--- src/rtl/mem_arb_2to1.sv ---
// rtl/mem_arb_2to1.sv - two-port round-robin memory request arbiter with ownership lock
//
// Purpose:
//   Merges an instruction-side port (s0) and a data-side port (s1) onto one
//   downstream memory port (m). An idle arbiter selects combinationally, so a
//   lone request or a tie adds no latency. Ties go to the port that did not
//   complete last. A request that is not granted in its first cycle locks
//   ownership to that port until it completes or the requestor withdraws.
//
// Ports:
//   g_clk, g_reset                       clock, asynchronous active-high reset
//   s0_req/addr/wen/strb/wdata           port 0 request and payload (in)
//   s0_gnt/err/rdata                     port 0 completion, error, read data (out)
//   s1_*                                 same as s0_* for port 1
//   m_req/addr/wen/strb/wdata            downstream request and payload (out)
//   m_gnt/err/rdata                      downstream completion, error, read data (in)

module mem_arb_2to1 #(
  parameter int MEM_ADDR_W = 64,
  parameter int MEM_STRB_W = 8,
  parameter int MEM_DATA_W = 64
) (
  input  logic                  g_clk,
  input  logic                  g_reset,

  input  logic                  s0_req,
  input  logic [MEM_ADDR_W-1:0] s0_addr,
  input  logic                  s0_wen,
  input  logic [MEM_STRB_W-1:0] s0_strb,
  input  logic [MEM_DATA_W-1:0] s0_wdata,
  output logic                  s0_gnt,
  output logic                  s0_err,
  output logic [MEM_DATA_W-1:0] s0_rdata,

  input  logic                  s1_req,
  input  logic [MEM_ADDR_W-1:0] s1_addr,
  input  logic                  s1_wen,
  input  logic [MEM_STRB_W-1:0] s1_strb,
  input  logic [MEM_DATA_W-1:0] s1_wdata,
  output logic                  s1_gnt,
  output logic                  s1_err,
  output logic [MEM_DATA_W-1:0] s1_rdata,

  output logic                  m_req,
  output logic [MEM_ADDR_W-1:0] m_addr,
  output logic                  m_wen,
  output logic [MEM_STRB_W-1:0] m_strb,
  output logic [MEM_DATA_W-1:0] m_wdata,
  input  logic                  m_gnt,
  input  logic                  m_err,
  input  logic [MEM_DATA_W-1:0] m_rdata
);

  typedef enum logic [1:0] {
    IDLE = 2'd0,
    OWN0 = 2'd1,
    OWN1 = 2'd2
  } state_t;

  state_t state, state_nxt;
  logic   lsb, lsb_nxt;   // port that completed most recently
  logic   active;         // a selected port is presenting a live request
  logic   sel;            // selected port index
  logic   done;           // downstream completes the selected transaction

  // Port selection. In an owned state only the owner is considered, and a
  // withdrawn owner request leaves nothing selected (abort).
  always_comb begin
    active = 1'b0;
    sel    = 1'b0;
    case (state)
      OWN0: begin
        sel    = 1'b0;
        active = s0_req;
      end
      OWN1: begin
        sel    = 1'b1;
        active = s1_req;
      end
      default: begin
        if (s0_req && s1_req) begin
          active = 1'b1;
          sel    = ~lsb;
        end else if (s0_req) begin
          active = 1'b1;
          sel    = 1'b0;
        end else if (s1_req) begin
          active = 1'b1;
          sel    = 1'b1;
        end
      end
    endcase
    // Nothing leaves the arbiter while reset is held.
    if (g_reset) begin
      active = 1'b0;
    end
  end

  // Downstream drive: only the selected port's payload is ever forwarded,
  // everything is zero when no port is selected.
  always_comb begin
    m_req   = active;
    m_addr  = '0;
    m_wen   = 1'b0;
    m_strb  = '0;
    m_wdata = '0;
    if (active) begin
      m_addr  = sel ? s1_addr  : s0_addr;
      m_wen   = sel ? s1_wen   : s0_wen;
      m_strb  = sel ? s1_strb  : s0_strb;
      m_wdata = sel ? s1_wdata : s0_wdata;
    end
  end

  // A downstream grant counts only against a live request, so stray m_gnt
  // or m_err never reach a requestor.
  assign done     = active && m_gnt;
  assign s0_gnt   = done && !sel;
  assign s1_gnt   = done && sel;
  assign s0_err   = s0_gnt && m_err;
  assign s1_err   = s1_gnt && m_err;
  assign s0_rdata = s0_gnt ? m_rdata : '0;
  assign s1_rdata = s1_gnt ? m_rdata : '0;

  always_comb begin
    state_nxt = state;
    lsb_nxt   = lsb;
    if (!active) begin
      state_nxt = IDLE;
    end else if (m_gnt) begin
      state_nxt = IDLE;
      lsb_nxt   = sel;
    end else begin
      state_nxt = sel ? OWN1 : OWN0;
    end
  end

  // lsb resets to 1 so that port 0 wins the first tie.
  always_ff @(posedge g_clk or posedge g_reset) begin
    if (g_reset) begin
      state <= IDLE;
      lsb   <= 1'b1;
    end else begin
      state <= state_nxt;
      lsb   <= lsb_nxt;
    end
  end

endmodule

--- config.mk ---
export PLATFORM = sky130hd
export DESIGN_NAME = mem_arb_2to1
export DESIGN_NICKNAME = d
export VERILOG_FILES = /design/src/rtl/mem_arb_2to1.sv
export SDC_FILE = /design/constraint.sdc
export NUM_CORES = 1
export LEC_CHECK = 0
export BUFFER_PORTS_ARGS = -buffer_cell sky130_fd_sc_hd__buf_4
export CELL_PAD_IN_SITES_DETAIL_PLACEMENT = 0
export CELL_PAD_IN_SITES_GLOBAL_PLACEMENT = 1
export CORE_AREA = 2 2 240 242
export CTS_CLUSTER_DIAMETER = 40
export DETAILED_ROUTE_END_ITERATION = 12
export DIE_AREA = 0 0 242 244
export HOLD_SLACK_MARGIN = 0.15
export PLACE_DENSITY = 0.44
export SLEW_MARGIN = 20
export SYNTH_ARGS = -nofsm -noshare
export SYNTH_HDL_FRONTEND = slang
export SYNTH_SLANG_ARGS = --single-unit
--- constraint.sdc ---
create_clock -name g_clk -period 3.8 [get_ports g_clk]
set_input_delay 0 -clock g_clk [delete_from_list [all_inputs] [get_ports g_clk]]
set_output_delay 0 -clock g_clk [all_outputs]
set_load 0.005 [all_outputs]
==> results of run 1 <==
-- report_power, final --
group	internal, W	switching, W
Sequential	0.0000376	0.00000179
Clock	0.000139	0.0000308
Combinational	0.000577	0.000546
Total	0.000753	0.000579
-- cell type report --
class	count	area (um2)
Fill cell	6583	47600
Timing Repair Buffer	628	4770
Multi-Input combinational cell	560	2690
Tap cell	756	946
Clock buffer	4	78.8
Sequential cell	3	76.3
Inverter	4	15.0
Antenna cell	1	2.50
-- per-layer routing --
| metal | up-vias | track usage | part of all wire |
|---|---|---|---|
| li1 | 3246 | - | - |
| met1 | 2842 | 0.0901 | 0.36 |
| met2 | 347 | 0.166 | 0.54 |
| met3 | 17 | 0.0193 | 0.080 |
| met4 | 0 | 0.0232 | 0.016 |
| met5 | - | 0 | 0 |
-- worst paths after layout --
path	startpoint	end	slack [ns]
worst max-delay path	state[0]	m_addr[8]	1.16
worst min-delay path	g_reset	state[1]	0.31
worst max register to register	state[0]	state[0]	1.52
worst min register to register	lsb	lsb	0.50
max in group asynchronous	g_reset	lsb	3.24
min in group g_clk	m_rdata[26]	s0_rdata[26]	0.31
-- cells by family (layout without fill, tap and decap cells) --
family,count (synthesis),count (layout)
AND/OR/NAND/NOR,415,415
flip-flops,3,3
AO/OA/AOI/OAI,143,143
buffers and inverters,77,636
other,0,1
adder cells (fa/ha/maj),2,2
-- worst max-delay path, stage by stage, from the launching register on --
cell and delay [ns]:
dfrtp_1 0.34, inv_1 0.05, ha_1 0.38, o21ai_0 0.40, nand2_1 0.17, nand2_4 0.42, buf_4 0.38, a21oi_1 0.09
buf_4 0.15
-- cells in the mapped netlist --
master | count | share of area
nand2_1 | 278 | 0.32
a21oi_1 | 138 | 0.21
and3_1 | 121 | 0.24
buf_2 | 29 | 0.045
clkbuf_1 | 16 | 0.019
and3_2 | 9 | 0.021
clkbuf_8 | 9 | 0.038
clkbuf_2 | 8 | 0.012
buf_6 | 7 | 0.024
inv_1 | 4 | 0.0047
buf_1 | 3 | 0.0035
nor2_1 | 3 | 0.0035
dfrtp_1 | 2 | 0.016
ha_1 | 2 | 0.0078
nor3_1 | 2 | 0.0031
o21ai_0 | 2 | 0.0031
a21oi_2 | 1 | 0.0027
a31o_2 | 1 | 0.0027
a31oi_2 | 1 | 0.0039
buf_4 | 1 | 0.0023
dfstp_2 | 1 | 0.0082
nand2b_1 | 1 | 0.0019
nor2b_2 | 1 | 0.0027
-- sequential cells by signal, summed over array words and instances (netlist names) --
signal,flops
state,2
lsb,1
-- what timing repair did --
item                       4_1_cts  5_1_grt
hold endpoints to repair         5        0
setup endpoints to repair        0        0
hold buffers                     2        0
-- per-stage QoR --
| step | hold slack [ns] | setup slack, ns | cell area [um2] |
|---|---|---|---|
| 2_1_floorplan | -0.239 | 2.19 | 3220 |
| 4_1_cts | 0.305 | 1.07 | 8580 |
| 3_5_place_dp | -0.0581 | 1.30 | 8480 |
| 5_1_grt | 0.316 | 0.942 | 8580 |
| 3_3_place_gp | -0.0660 | 1.35 | 8480 |
| 6_report | 0.305 | 1.16 | 8580 |
==> impl_metrics.env, run 1 <==
export IMPL_first_iter_violations=258
export IMPL_unrepaired_setup_endpoints_after_global_routing="false"
export IMPL_insertion_delay_of_the_later_clocked_pin_in_the_worst_skew_pair_ns=0.23
export IMPL_cp_end_kind="output port"
export IMPL_route_detailed_drc=0
export IMPL_grt_antenna_before_repair=3
export IMPL_place_congestion=0.848
export IMPL_numPortBuffers=613
export IMPL_final_cell_mix="buf_4, nand2_1, a21oi_1"
export IMPL_synth_cell_type_count=23
export IMPL_grt_ovfl_total=0
export IMPL_final_min_clock_period_ns=2.64
export IMPL_pin_count=614
export IMPL_die_h_um=244
export IMPL_timing_max_slew_rel_slack=0.627
export IMPL_hp_class="input pin to async pin"
export IMPL_fp_row_count=87
export IMPL_synth_net_count=986
export IMPL_grt_start_max_net_pins=106
export IMPL_start_util=0.0573
export IMPL_maxClockFrequency_mhz=379
export IMPL_worst_ep_required_time_ns=3.80
export IMPL_startpoint_type="flop"
export IMPL_clk_transition_reported_paths_ns=0.03
export IMPL_synthCells=640
export IMPL_postCtsResizedCells=0
export IMPL_drive_above_1_share=0.537
export IMPL_cts_tree="built"
export IMPL_vias_in_the_first_global_route=6419
export IMPL_coreArea_um2=56200
export IMPL_final_util=0.153
export IMPL_timing_max_cap_violations=0
export IMPL_commonest_non_fill_non_tap_cell_in_the_layout="buf_4"
export IMPL_status="finished clean"
export IMPL_cts_h_tree_depth=1
export IMPL_postSynthRegisterBits=3
export IMPL_synth_sequential_area_ratio=0.0237
export IMPL_routed_wire_length_mm=27.3
export IMPL_detail_route_first_pass_iterations=4
export IMPL_post_synth_and_or_nand_nor_area_fraction=0.592
export IMPL_stdcell_count=1956
export IMPL_p_total_w=0.00133
export IMPL_cts_sinks=3
export IMPL_count_of_pins_over_their_slew_limit=0
export IMPL_area_growth_syn_to_fin_pct=167
export IMPL_tightestPinTransition_ns=0.559
export IMPL_synth_compound_area_frac=0.227
export IMPL_synth_adder_area_share=0.00778
export IMPL_post_cts_setup_buffers=0
export IMPL_syn_cell_area_um2=3220
export IMPL_cts_root_buffer="clkbuf_16"
export IMPL_setup_violations=0
export IMPL_dr_total_vias=6452
export IMPL_total_of_warnings_raised_by_yosys=0
export IMPL_fin_skew_ns=0.00134
export IMPL_avgViaCountPerCell=3.30
export IMPL_post_synth_mux_area_share=0
export IMPL_cp_max_fanout=38
export IMPL_max_clock_path_buffers=2
export IMPL_worst_ir_drop_vdd_mv=0.109
export IMPL_tritoncts_num_buffers=3
export IMPL_cellPowerDensity_nw_per_um2=155
export IMPL_dpl_hpwl_mm=22.6
export IMPL_grt_util_all_layers=0.0849
export IMPL_postSynthAreaPerCell_um2=5.03
export IMPL_die_area_um2=59000
export IMPL_final_min_period_over_clock_period=0.694
export IMPL_setup_tns_final_ns=0
export IMPL_final_antenna_net_count=0
export IMPL_reg2regPathDepth=7
export IMPL_drt_wirelength_per_cell_um=14.0
export IMPL_nets=1546
export IMPL_timing_worst_setup_path_type="flop to output port"
export IMPL_die_w_um=242
export IMPL_final_hold_viol_count=0
export IMPL_cellLeakagePower_nw=4.88
export IMPL_grt_pass1_wl_mm=39.2
export IMPL_largest_family_of_logic_cells_by_synthesized_area="simple AND/OR/NAND/NOR gates"
export IMPL_yosys_area_share_xor_xnor=0
export IMPL_critical_path_arrival_ns=2.64
export IMPL_placed_cells_incl_taps=1949
No activity file was read; power rests on OpenSTA's default activity.
==> run 2, diff against run 1 <==
--- a/config.mk
+++ b/config.mk
@@ -8,12 +8,12 @@
 export BUFFER_PORTS_ARGS = -buffer_cell sky130_fd_sc_hd__buf_4
 export CELL_PAD_IN_SITES_DETAIL_PLACEMENT = 0
 export CELL_PAD_IN_SITES_GLOBAL_PLACEMENT = 1
-export CORE_AREA = 2 2 240 242
+export CORE_AREA = 2 2 237 239
 export CTS_CLUSTER_DIAMETER = 40
 export DETAILED_ROUTE_END_ITERATION = 12
-export DIE_AREA = 0 0 242 244
+export DIE_AREA = 0 0 239 241
 export HOLD_SLACK_MARGIN = 0.15
-export PLACE_DENSITY = 0.44
+export PLACE_DENSITY = 0.46
 export SLEW_MARGIN = 20
 export SYNTH_ARGS = -nofsm -noshare
 export SYNTH_HDL_FRONTEND = slang
==> constraint.sdc (replaced) <==
create_clock -name g_clk -period 2.15 [get_ports g_clk]
set_input_delay 0 -clock g_clk [delete_from_list [all_inputs] [get_ports g_clk]]
set_output_delay 0 -clock g_clk [all_outputs]
set_load 0.005 [all_outputs]
==> run 2 against run 1 <==
Net effect:
- count of clock-buffer cells in the layout stayed put
- non-clock buffer count is 48 higher
- power is 110% higher
- sequential power is 80% higher
- routed wire length is 16% higher
- largest cell class unchanged
==> impl_metrics.env, run 2 (synthesized netlist as in run 1, its figures left out) <==
export IMPL_status="finished clean"
export IMPL_cpMaxStageDelayCell="dfrtp_1"
export IMPL_worst_ep_required_time_ns=2.15
export IMPL_netSwitchingPower_w=0.00118
export IMPL_grt_util_all_layers=0.0894
export IMPL_cp_end_kind="output port"
export IMPL_timing_worst_setup_path_type="flop to output port"
export IMPL_first_iter_violations=254
export IMPL_routed_wire_length_mm=31.7
export IMPL_placement_cell_area_um2=8800
export IMPL_cp_max_fanout=22
export IMPL_clk_transition_reported_paths_ns=0.03
export IMPL_sequentialPowerShare=0.025
export IMPL_drt_wirelength_per_cell_um=16.2
export IMPL_avgViaCountPerCell=3.48
export IMPL_die_h_um=241
export IMPL_max_clock_path_buffers=2
export IMPL_largest_register="state"
export IMPL_crit_top_cell="buf_4"
export IMPL_grt_start_max_net_pins=91
export IMPL_timing_max_cap_violations=0
export IMPL_dpl_hpwl_mm=24.4
export IMPL_internal_power_w=0.00161
export IMPL_timing_max_slew_rel_slack=0.798
export IMPL_detail_route_first_pass_iterations=7
export IMPL_hp_class="input pin to async pin"
export IMPL_final_min_period_over_clock_period=0.964
export IMPL_fin_skew_ns=0.00103
export IMPL_worst_ir_drop_vdd_mv=0.146
export IMPL_largest_reg_flops=2
export IMPL_critical_path_arrival_ns=2.07
export IMPL_power_switching_fraction=0.422
export IMPL_pin_count=614
export IMPL_place_congestion=0.793
export IMPL_fp_row_count=86
export IMPL_die_area_um2=57600
export IMPL_grt_antenna_before_repair=4
export IMPL_final_util=0.168
export IMPL_route_detailed_drc=0
export IMPL_numPortBuffers=613
export IMPL_postLayoutCellArea_um2=9220
export IMPL_drive_above_1_share=0.557
export IMPL_cts_sinks=3
export IMPL_maxClockFrequency_mhz=483
export IMPL_setup_violations=0
export IMPL_area_growth_syn_to_fin_pct=186
export IMPL_dr_total_vias=6787
export IMPL_largestRegisters="state x2, lsb x1"
export IMPL_final_hold_viol_count=0
export IMPL_final_min_clock_period_ns=2.07
export IMPL_vias_in_the_first_global_route=6485
export IMPL_stdcell_count=1952
export IMPL_grt_ovfl_total=0
export IMPL_cts_h_tree_depth=1
export IMPL_clock_power_frac=0.106
export IMPL_die_w_um=239
export IMPL_cellLeakagePower_nw=5.24
export IMPL_critical_path_max_stage_delay_ns=0.35
export IMPL_nets=1594
export IMPL_cts_tree="built"
export IMPL_setup_tns_final_ns=0
export IMPL_tightestPinTransition_ns=0.302
export IMPL_grt_pass1_wl_mm=39.2
export IMPL_placed_cells_incl_taps=1927
export IMPL_start_util=0.0586
export IMPL_startpoint_type="flop"
export IMPL_combPwrFrac=0.868
export IMPL_tritoncts_num_buffers=3
export IMPL_final_cell_mix="buf_4, nand2_1, a21oi_1"
export IMPL_coreArea_um2=54900
export IMPL_unrepaired_setup_endpoints_after_global_routing="true"
export IMPL_path_cells="inv_1, ha_4, o21ai_0, buf_4, a21oi_4, buf_4, buf_6, and3_1, buf_4"
export IMPL_commonest_non_fill_non_tap_cell_in_the_layout="buf_4"
export IMPL_cts_root_buffer="clkbuf_16"
export IMPL_final_antenna_net_count=0
export IMPL_final_hold_worst_slack_ns=0.279
export IMPL_cellPowerDensity_nw_per_um2=303
export IMPL_insertion_delay_of_the_later_clocked_pin_in_the_worst_skew_pair_ns=0.22
export IMPL_count_of_pins_over_their_slew_limit=0
-- run 2: cell types whose count changed in the layout (fill, tap and decap cells not counted), sizes merged --
cell    before  now
buf        626  668
clkbuf       4   10
-- run 2: final timing paths --
| kind | startpoint | slack (ns) | to | cells after the start |
|---|---|---|---|---|
| setup / recovery | state[0] | 0.08 | s0_rdata[34] | 9 |
| hold / removal | g_reset | 0.28 | state[0] | 3 |
| setup reg to reg | state[0] | 0.41 | state[0] | 8 |
| hold reg to reg | lsb | 0.52 | lsb | 2 |
| max in group asynchronous | g_reset | 1.63 | lsb | 3 |
| min in group g_clk | m_rdata[44] | 0.31 | s0_rdata[44] | 3 |
-- run 2: final cells by class --
type | instances | area (um2)
clock buffer | 4 | 78.8
antenna | 1 | 2.50
sequential | 3 | 76.3
timing repair buffer | 676 | 5450
tap | 704 | 881
multi-input combinational | 560 | 2720
inverter | 4 | 15.0
fill | 6368 | 45700
-- run 2: layer usage --
| metal | track usage | wire length [um] | share of wire |
|---|---|---|---|
| met4 | 0.0170 | 511 | 0.016 |
| met1 | 0.0934 | 11200 | 0.36 |
| met2 | 0.179 | 17200 | 0.54 |
| met3 | 0.0222 | 2720 | 0.086 |
| met5 | 0 | 9 | 0.00028 |
-- run 2: worst max-delay path: cells and delay by family (launching register included) --
kind	cells	cell delay, ns
flip-flops	1	0.35
AND/OR/NAND/NOR	1	0.18
buffers and inverters	5	0.72
AO/OA/AOI/OAI	2	0.27
adder cells (fa/ha/maj)	1	0.31
-- run 2: what timing repair did --
item	4_1_cts	5_1_grt
hold buffers	2	0
endpoints found under the hold margin	4	0
gates resized for setup	6	7
endpoints found under the setup margin	231	204
pin swaps	0	1
setup buffers	2	8
gates cloned	2	7
-- run 2: power by group through the flow --
stage                     Sequential, W  Clock, W  Combinational, W
after detailed placement      0.0000709         0           0.00223
final                         0.0000708  0.000297           0.00243
after global routing          0.0000717  0.000312           0.00263
after floorplan               0.0000696         0          0.000866
after CTS                     0.0000707  0.000304           0.00233
after global placement        0.0000708         0           0.00225
-- run 2: per-stage QoR --
| step | setup slack [ns] | power, W |
|---|---|---|
| floorplan | 0.541 | 0.000936 |
| global placement | 0.177 | 0.00232 |
| detailed placement | 0.147 | 0.00230 |
| CTS | 0.00893 | 0.00270 |
| global route | -0.0186 | 0.00302 |
| finish | 0.0783 | 0.00279 |
